[src/rtl/mem_bridge.sv]
`default_nettype none
// ============================================================================
// Module      : mem_bridge
// Description : Core load/store port to Avalon-MM master bridge with lane
//               alignment, load extension, alignment checks and stall timeout.
// Revision    : 1.0 - initial release
// ============================================================================
module mem_bridge #(
    parameter int MAX_WAIT = 255
) (
    input  logic        clk,
    input  logic        reset_i,
    input  logic        req_i,
    input  logic        we_i,
    input  logic [1:0]  size_i,
    input  logic        sign_i,
    input  logic [31:0] addr_i,
    input  logic [31:0] wdata_i,
    output logic        busy_o,
    output logic        done_o,
    output logic        err_o,
    output logic [31:0] rdata_o,
    output logic [31:0] address_o,
    output logic        read_o,
    output logic        write_o,
    input  logic        waitrequest_i,
    output logic [31:0] writedata_o,
    output logic [3:0]  byteenable_o,
    input  logic [31:0] readdata_i
);

    localparam int            c_cnt_w     = (MAX_WAIT < 2) ? 1 : $clog2(MAX_WAIT + 1);
    localparam logic [c_cnt_w-1:0] c_cnt_limit = c_cnt_w'((MAX_WAIT == 0) ? 0 : MAX_WAIT - 1);
    localparam logic [1:0]    c_size_byte = 2'b00;
    localparam logic [1:0]    c_size_half = 2'b01;
    localparam logic [1:0]    c_size_word = 2'b10;

    typedef enum logic [1:0] {
        IDLE  = 2'd0,
        READ  = 2'd1,
        WRITE = 2'd2,
        RESP  = 2'd3
    } state_t;

    state_t               r_state;
    state_t               w_state_next;
    logic [1:0]           r_size;
    logic                 r_sign;
    logic [1:0]           r_off;
    logic                 r_err;
    logic [c_cnt_w-1:0]   r_wait_cnt;

    logic                 w_legal;
    logic [3:0]           w_be;
    logic [31:0]          w_wdata_al;
    logic [31:0]          w_rshift;
    logic [31:0]          w_load;
    logic                 w_timeout;

    always_comb begin
        w_legal    = 1'b0;
        w_be       = 4'b1111;
        w_wdata_al = wdata_i;
        case (size_i)
            c_size_byte: begin
                w_legal    = 1'b1;
                w_be       = 4'b0001 << addr_i[1:0];
                w_wdata_al = {24'd0, wdata_i[7:0]} << {addr_i[1:0], 3'b000};
            end
            c_size_half: begin
                w_legal    = ~addr_i[0];
                w_be       = 4'b0011 << addr_i[1:0];
                w_wdata_al = {16'd0, wdata_i[15:0]} << {addr_i[1:0], 3'b000};
            end
            c_size_word: begin
                w_legal    = (addr_i[1:0] == 2'b00);
            end
            default: begin
                w_legal    = 1'b0;
            end
        endcase
    end

    // Legal words always have offset 0, so the shifted bus doubles as the word result.
    assign w_rshift = readdata_i >> {r_off, 3'b000};

    always_comb begin
        w_load = w_rshift;
        case (r_size)
            c_size_byte: w_load = {{24{r_sign & w_rshift[7]}},  w_rshift[7:0]};
            c_size_half: w_load = {{16{r_sign & w_rshift[15]}}, w_rshift[15:0]};
            default:     w_load = w_rshift;
        endcase
    end

    assign w_timeout = (MAX_WAIT != 0) && waitrequest_i && (r_wait_cnt == c_cnt_limit);

    always_ff @(posedge clk or negedge reset_i) begin
        if (!reset_i) begin
            r_state <= IDLE;
        end else begin
            r_state <= w_state_next;
        end
    end

    always_comb begin
        w_state_next = r_state;
        case (r_state)
            IDLE: begin
                if (req_i) begin
                    if (!w_legal) begin
                        w_state_next = RESP;
                    end else if (we_i) begin
                        w_state_next = WRITE;
                    end else begin
                        w_state_next = READ;
                    end
                end
            end
            READ, WRITE: begin
                if (!waitrequest_i || w_timeout) begin
                    w_state_next = RESP;
                end
            end
            RESP: begin
                w_state_next = IDLE;
            end
            default: begin
                w_state_next = IDLE;
            end
        endcase
    end

    always_ff @(posedge clk or negedge reset_i) begin
        if (!reset_i) begin
            address_o    <= 32'd0;
            byteenable_o <= 4'd0;
            writedata_o  <= 32'd0;
            read_o       <= 1'b0;
            write_o      <= 1'b0;
            rdata_o      <= 32'd0;
            r_size       <= 2'd0;
            r_sign       <= 1'b0;
            r_off        <= 2'd0;
            r_err        <= 1'b0;
            r_wait_cnt   <= '0;
        end else begin
            case (r_state)
                IDLE: begin
                    if (req_i) begin
                        if (w_legal) begin
                            address_o    <= {addr_i[31:2], 2'b00};
                            byteenable_o <= w_be;
                            writedata_o  <= we_i ? w_wdata_al : 32'd0;
                            read_o       <= ~we_i;
                            write_o      <= we_i;
                            r_size       <= size_i;
                            r_sign       <= sign_i;
                            r_off        <= addr_i[1:0];
                            r_err        <= 1'b0;
                            r_wait_cnt   <= '0;
                        end else begin
                            r_err        <= 1'b1;
                            rdata_o      <= 32'd0;
                        end
                    end
                end
                READ, WRITE: begin
                    if (!waitrequest_i) begin
                        read_o  <= 1'b0;
                        write_o <= 1'b0;
                        r_err   <= 1'b0;
                        if (r_state == READ) begin
                            rdata_o <= w_load;
                        end
                    end else if (w_timeout) begin
                        read_o  <= 1'b0;
                        write_o <= 1'b0;
                        r_err   <= 1'b1;
                        rdata_o <= 32'd0;
                    end else begin
                        r_wait_cnt <= r_wait_cnt + 1'b1;
                    end
                end
                default: begin
                end
            endcase
        end
    end

    assign busy_o = (r_state != IDLE);
    assign done_o = (r_state == RESP);
    assign err_o  = (r_state == RESP) && r_err;

endmodule
`default_nettype wire

[config.mk]
export PLATFORM = sky130hd
export DESIGN_NAME = mem_bridge
export DESIGN_NICKNAME = d
export VERILOG_FILES = /design/src/rtl/mem_bridge.sv
export SDC_FILE = /design/constraint.sdc
export NUM_CORES = 1
export LEC_CHECK = 0
export ABC_AREA = 0
export CAP_MARGIN = 20
export CORE_MARGIN = 2
export CORE_UTILIZATION = 49
export CTS_CLUSTER_SIZE = 20
export DETAILED_ROUTE_END_ITERATION = 10
export PLACE_DENSITY_LB_ADDON = 0.25
export SLEW_MARGIN = 40
export SYNTH_ARGS = -nofsm -noshare
export SYNTH_HDL_FRONTEND = slang
export SYNTH_SLANG_ARGS = --single-unit
[constraint.sdc]
create_clock -name clk -period 5.9 [get_ports clk]
set_input_delay 1.18 -clock clk [delete_from_list [all_inputs] [get_ports clk]]
set_output_delay 1.18 -clock clk [all_outputs]
set_load 0.1 [all_outputs]
Yosys cells after proc, flatten, opt, wreduce, memory -nomap -nowiden
Index checks and enable logic that the tools add are counted.

Output and inout bits: 105. RAM bits: 0. Memory bits (read-only): 0. Word-level logic and storage cells: 88. Memories kept: 0. Bits in latches: 0. Flip-flop bits (word level): 116. Bits of input ports: 104.

Magnitude comparators: 0. Shift-type cells: 5. Reduce and logical (&&, ||, !) cells: 17. Div/mod/pow operators: 0. Bitwise gates (word level): 4. Mux-type cells: 34. Add/subtract/negate cells: 1. Equal/unequal tests: 15. Multiply operators: 0.

Operators by type and width (number): $mux 32 (6); $pmux 32 s2 (3); $mux 8 (4); $shl 16x5->32 (1); $shl 8x5->32 (1); $shr 32x5->32 (1); $pmux 8 s2 (1); $ne 2x2->1 const B (6); $mux 1 (10); $reduce_and 5->1 (2); $add 8x1->8 const B (1); $eq 8x8->1 const B (1); $logic_not 2->1 (4); $mux 2 (4); $pmux 4 s2 (1); $eq 2x1->1 const B (3); $eq 2x2->1 const B (3); $ne 3x3->1 const B (2); $pmux 1 s2 (3); $pmux 2 s3 (1); $reduce_and 3->1 (2); $reduce_and 4->1 (1); $reduce_bool 2->1 (2); $shl 1x2->4 const A (1); other kinds (9) (12).

Longest topological paths before layout
Depth after elaboration: 6. Depth in mapped cells: 9. Mapped depth without buffers: 6.

Worst setup path before layout
OpenSTA, ideal clock, no wires.

Path type: register -> output. Start point: reg r_state[0]. End point: out err_o. Data required time: 4.720 ns. Stages on the path, launching flop included: 3. Arrival: 2.048 ns. Path buffers: 0. Setup slack: 2.672 ns. Cell sequence: dfrtp_1 -> ha_1 -> and2_1.

Longest elaborated chain between the ends: 2.

RTL lines: start: declaration (RTL line 45) `state_t r_state;`; start signal: assignment (RTL line 102) `r_state <= w_state_next;`; $eq 2x2->1; net done_o (RTL line 20) `output logic done_o,`; $logic_and 1x1->1 (RTL line 193) `assign err_o = (r_state == RESP) && r_err;`; end: declaration (RTL line 21) `output logic err_o,`.

The timed path passes the listed nets, and every way through them passes these cells.

Final worst setup path
Start point: in size_i[0]. End point: reg writedata_o[30].

Longest elaborated chain between the ends: 3. Elaborated cells on any way between the ends: 7.

RTL lines: start: declaration (RTL line 15) `input logic [1:0] size_i,`; $eq 2x2->1 (tied with other cells) (RTL line 64) `case (size_i)`; $pmux 1 s3 / $pmux 32 s2 (equally long branches) (RTL line 64); $reduce_and 3->1 (no source line) / $mux 32 (equally long branches); end signal: assignment (RTL line 154) `writedata_o <= we_i ? w_wdata_al : 32'd0;`; end: declaration (RTL line 27) `output logic [31:0] writedata_o,`.

Several ways; a longest one is shown, not always the timed one. A chain may end at the register's enable or synchronous reset.

==> results.json <==
{
  "grt_pass1_vias": 5339,
  "synth_edf_count": 0,
  "ys_seq_area_share_pct": 48.9,
  "hpwl_mm": 12.0,
  "synth_top_cell_by_area": "dfrtp_1",
  "crit_family": "buffers and inverters",
  "cp-end-kind": "flop",
  "clock_skew_ps": 7.56,
  "antenna_found_initial": 0,
  "boundaryPins": 209,
  "routed_wirelength_mm": 17.2,
  "drive_gt1_share_pct": 21.9,
  "setup_viol": 0,
  "syn2layout_area_growth_pct": 37.2,
  "synthCells": 600,
  "final_nets": 895,
  "synth_flop_cell": "dfrtp_1",
  "die_height_microns": 114,
  "rsz0062_at_grt": "false",
  "grt_pass1_wl_mm": 27.5,
  "grt-ovfl-total": 0,
  "final_util_pct": 68.4,
  "path_max_fanout": 38,
  "hold_violations": 0,
  "core_sq_um": 11900,
  "max_stage_delay_ps": 680,
  "final_max_slew_viol_count": 0,
  "wl_per_cell_microns": 18.2,
  "die_x_microns": 114,
  "netlist_area_sq_um": 5940,
  "num_antenna_cells": 0,
  "yosys-top-cells-area": "dfrtp_1 (49%), nand2_1 (8.8%), a22o_1 (6.2%)",
  "post-cts-setup-buffers": 0,
  "ys_warn_count": 0,
  "synth_top_area_share_pct": 48.9,
  "clk_latency_ps": 400,
  "crit_chain": "clkdlybuf4s50_1, or3_4, a21oi_4, buf_4, and2_2, a22o_1",
  "ctsHtreeMaxLevel": 4,
  "arrival_ps": 3620,
  "initial_utilization_pct": 49.9,
  "final_cell_mix": "nand2_1 (140), dfrtp_1 (115), buf_2 (104), clkdlybuf4s50_1 (101), a22o_1 (42)",
  "std_cell_rows": 40,
  "critPathKind": "in -> reg",
  "cpMaxStageDelayCell": "clkdlybuf4s50_1",
  "cts.sinks": 116,
  "die-area_sq_um": 13000,
  "grt_usage_pct": 26.5,
  "tightest_slew_ps": 715,
  "drc": 0,
  "min_period_over_period_pct": 55.8,
  "ys_ff_latch": 116,
  "crit_buf_inv": 2,
  "path_clk_slew_ps": 50,
  "viasPerCell": 5.91,
  "crit_required_ps": 6230,
  "grt_max_degree": 69,
  "start_kind": "input port",
  "status": "finished, final reports clean",
  "cts_tree": "done",
  "gp_congestion": 0.875,
  "syn_area_per_cell_sq_um": 9.90,
  "ant_nets": 0,
  "cts_buffers": 17,
  "drt_pass1_iterations": 6,
  "hp-class": "reg -> reg",
  "fmax_mhz": 304,
  "ctsResizeCount": 0,
  "clock-root-buffer": "clkbuf_16",
  "cts_buffer_depth": 2,
  "final_common_cell": "nand2_1",
  "timing.slew.headroom_pct": 52.4,
  "ys_types": 57,
  "io_buffers": 206,
  "vias": 5594,
  "drt_iter0_drc": 499,
  "min_period_ps": 3290,
  "postCtsHoldBufs": 0,
  "synthArstFlopShare_pct": 100,
  "final.setup.tns_ps": 0,
  "cap_violations": 0
}
-- worst register-to-register path: cells and delay by family (launching register included) --
kind                       cells  cell delay (ps)
and+or+nand+nor                3             1110
adders and majority gates      1              620
AOI/OAI and AO/OA              1              130
DFF                            1              380
buffers and inverters          2              350
-- per-stage QoR --
stage,area (sq um),worst slack [ps],hold slack [ps],std cells
floorplan,5940,2670,473,601
global placement,8030,1710,457,913
detailed placement,7520,1600,457,913
CTS,8140,1980,471,945
global route,8150,2480,493,946
finish,8150,2610,463,946
-- cell usage after synthesis (7+ instances only) --
cell         n
o21ai_0     28
nand2b_1     7
a32o_1       8
a221o_1     17
mux2i_1      8
nor2b_1     23
a22o_1      42
clkbuf_1    25
a211o_1      9
a2bb2oi_1    8
mux2_2      13
dfrtp_1    116
nand2_1    140
a221oi_1     8
a21oi_1     14
nand3_1      8
a22oi_1     16
buf_2       17
inv_1       13
-- worst paths after layout --
check / start / endpoint / slack [ps] / depth (start not counted)
min reg2reg: byteenable_o[0] / byteenable_o[0] / 460 / 2
min in group asynchronous: reset_i / address_o[12] / 740 / 1
max in group asynchronous: reset_i / r_off[1] / 3980 / 2
max reg2reg: r_state[1] / rdata_o[25] / 3250 / 7
max: size_i[0] / writedata_o[30] / 2610 / 6
min: byteenable_o[0] / byteenable_o[0] / 460 / 2
-- kinds of logic (layout without fill, tap and decap cells) --
kind of cell	after synthesis	in the layout	synth area share [%]
compound gates	175	175	23.0
xor+xnor	2	2	0.295
fa+ha+maj	5	5	1.05
buf+inv	62	260	4.59
flops	116	116	48.9
mux	22	22	4.19
other cells	1	2	0.0631
simple gates	217	217	17.9
-- area by class of cell --
class,instances,area [sq um]
clock buffer,21,470
clock inverter,11,150
fill,944,3760
inverter,13,48.8
multi-input combinational,423,2780
sequential,116,2900
tap,147,184
timing repair buffer,215,1610
-- registers in the layout, summed over array words and instances, names as in the netlist --
register	cells
writedata_o	32
r_size	2
r_wait_cnt	8
address_o	30
r_err	1
byteenable_o	4
r_sign	1
write_o	1
rdata_o	32
r_state	2
read_o	1
r_off	2
-- layer usage --
metal	wire, microns	global-route usage (%)
met1	7130	36.2
met2	8480	43.1
met3	1390	5.29
met4	235	8.21
met5	0	0
Power is not shown: default switching activity piles up to over one toggle a cycle in this logic, so the estimate is an artifact.
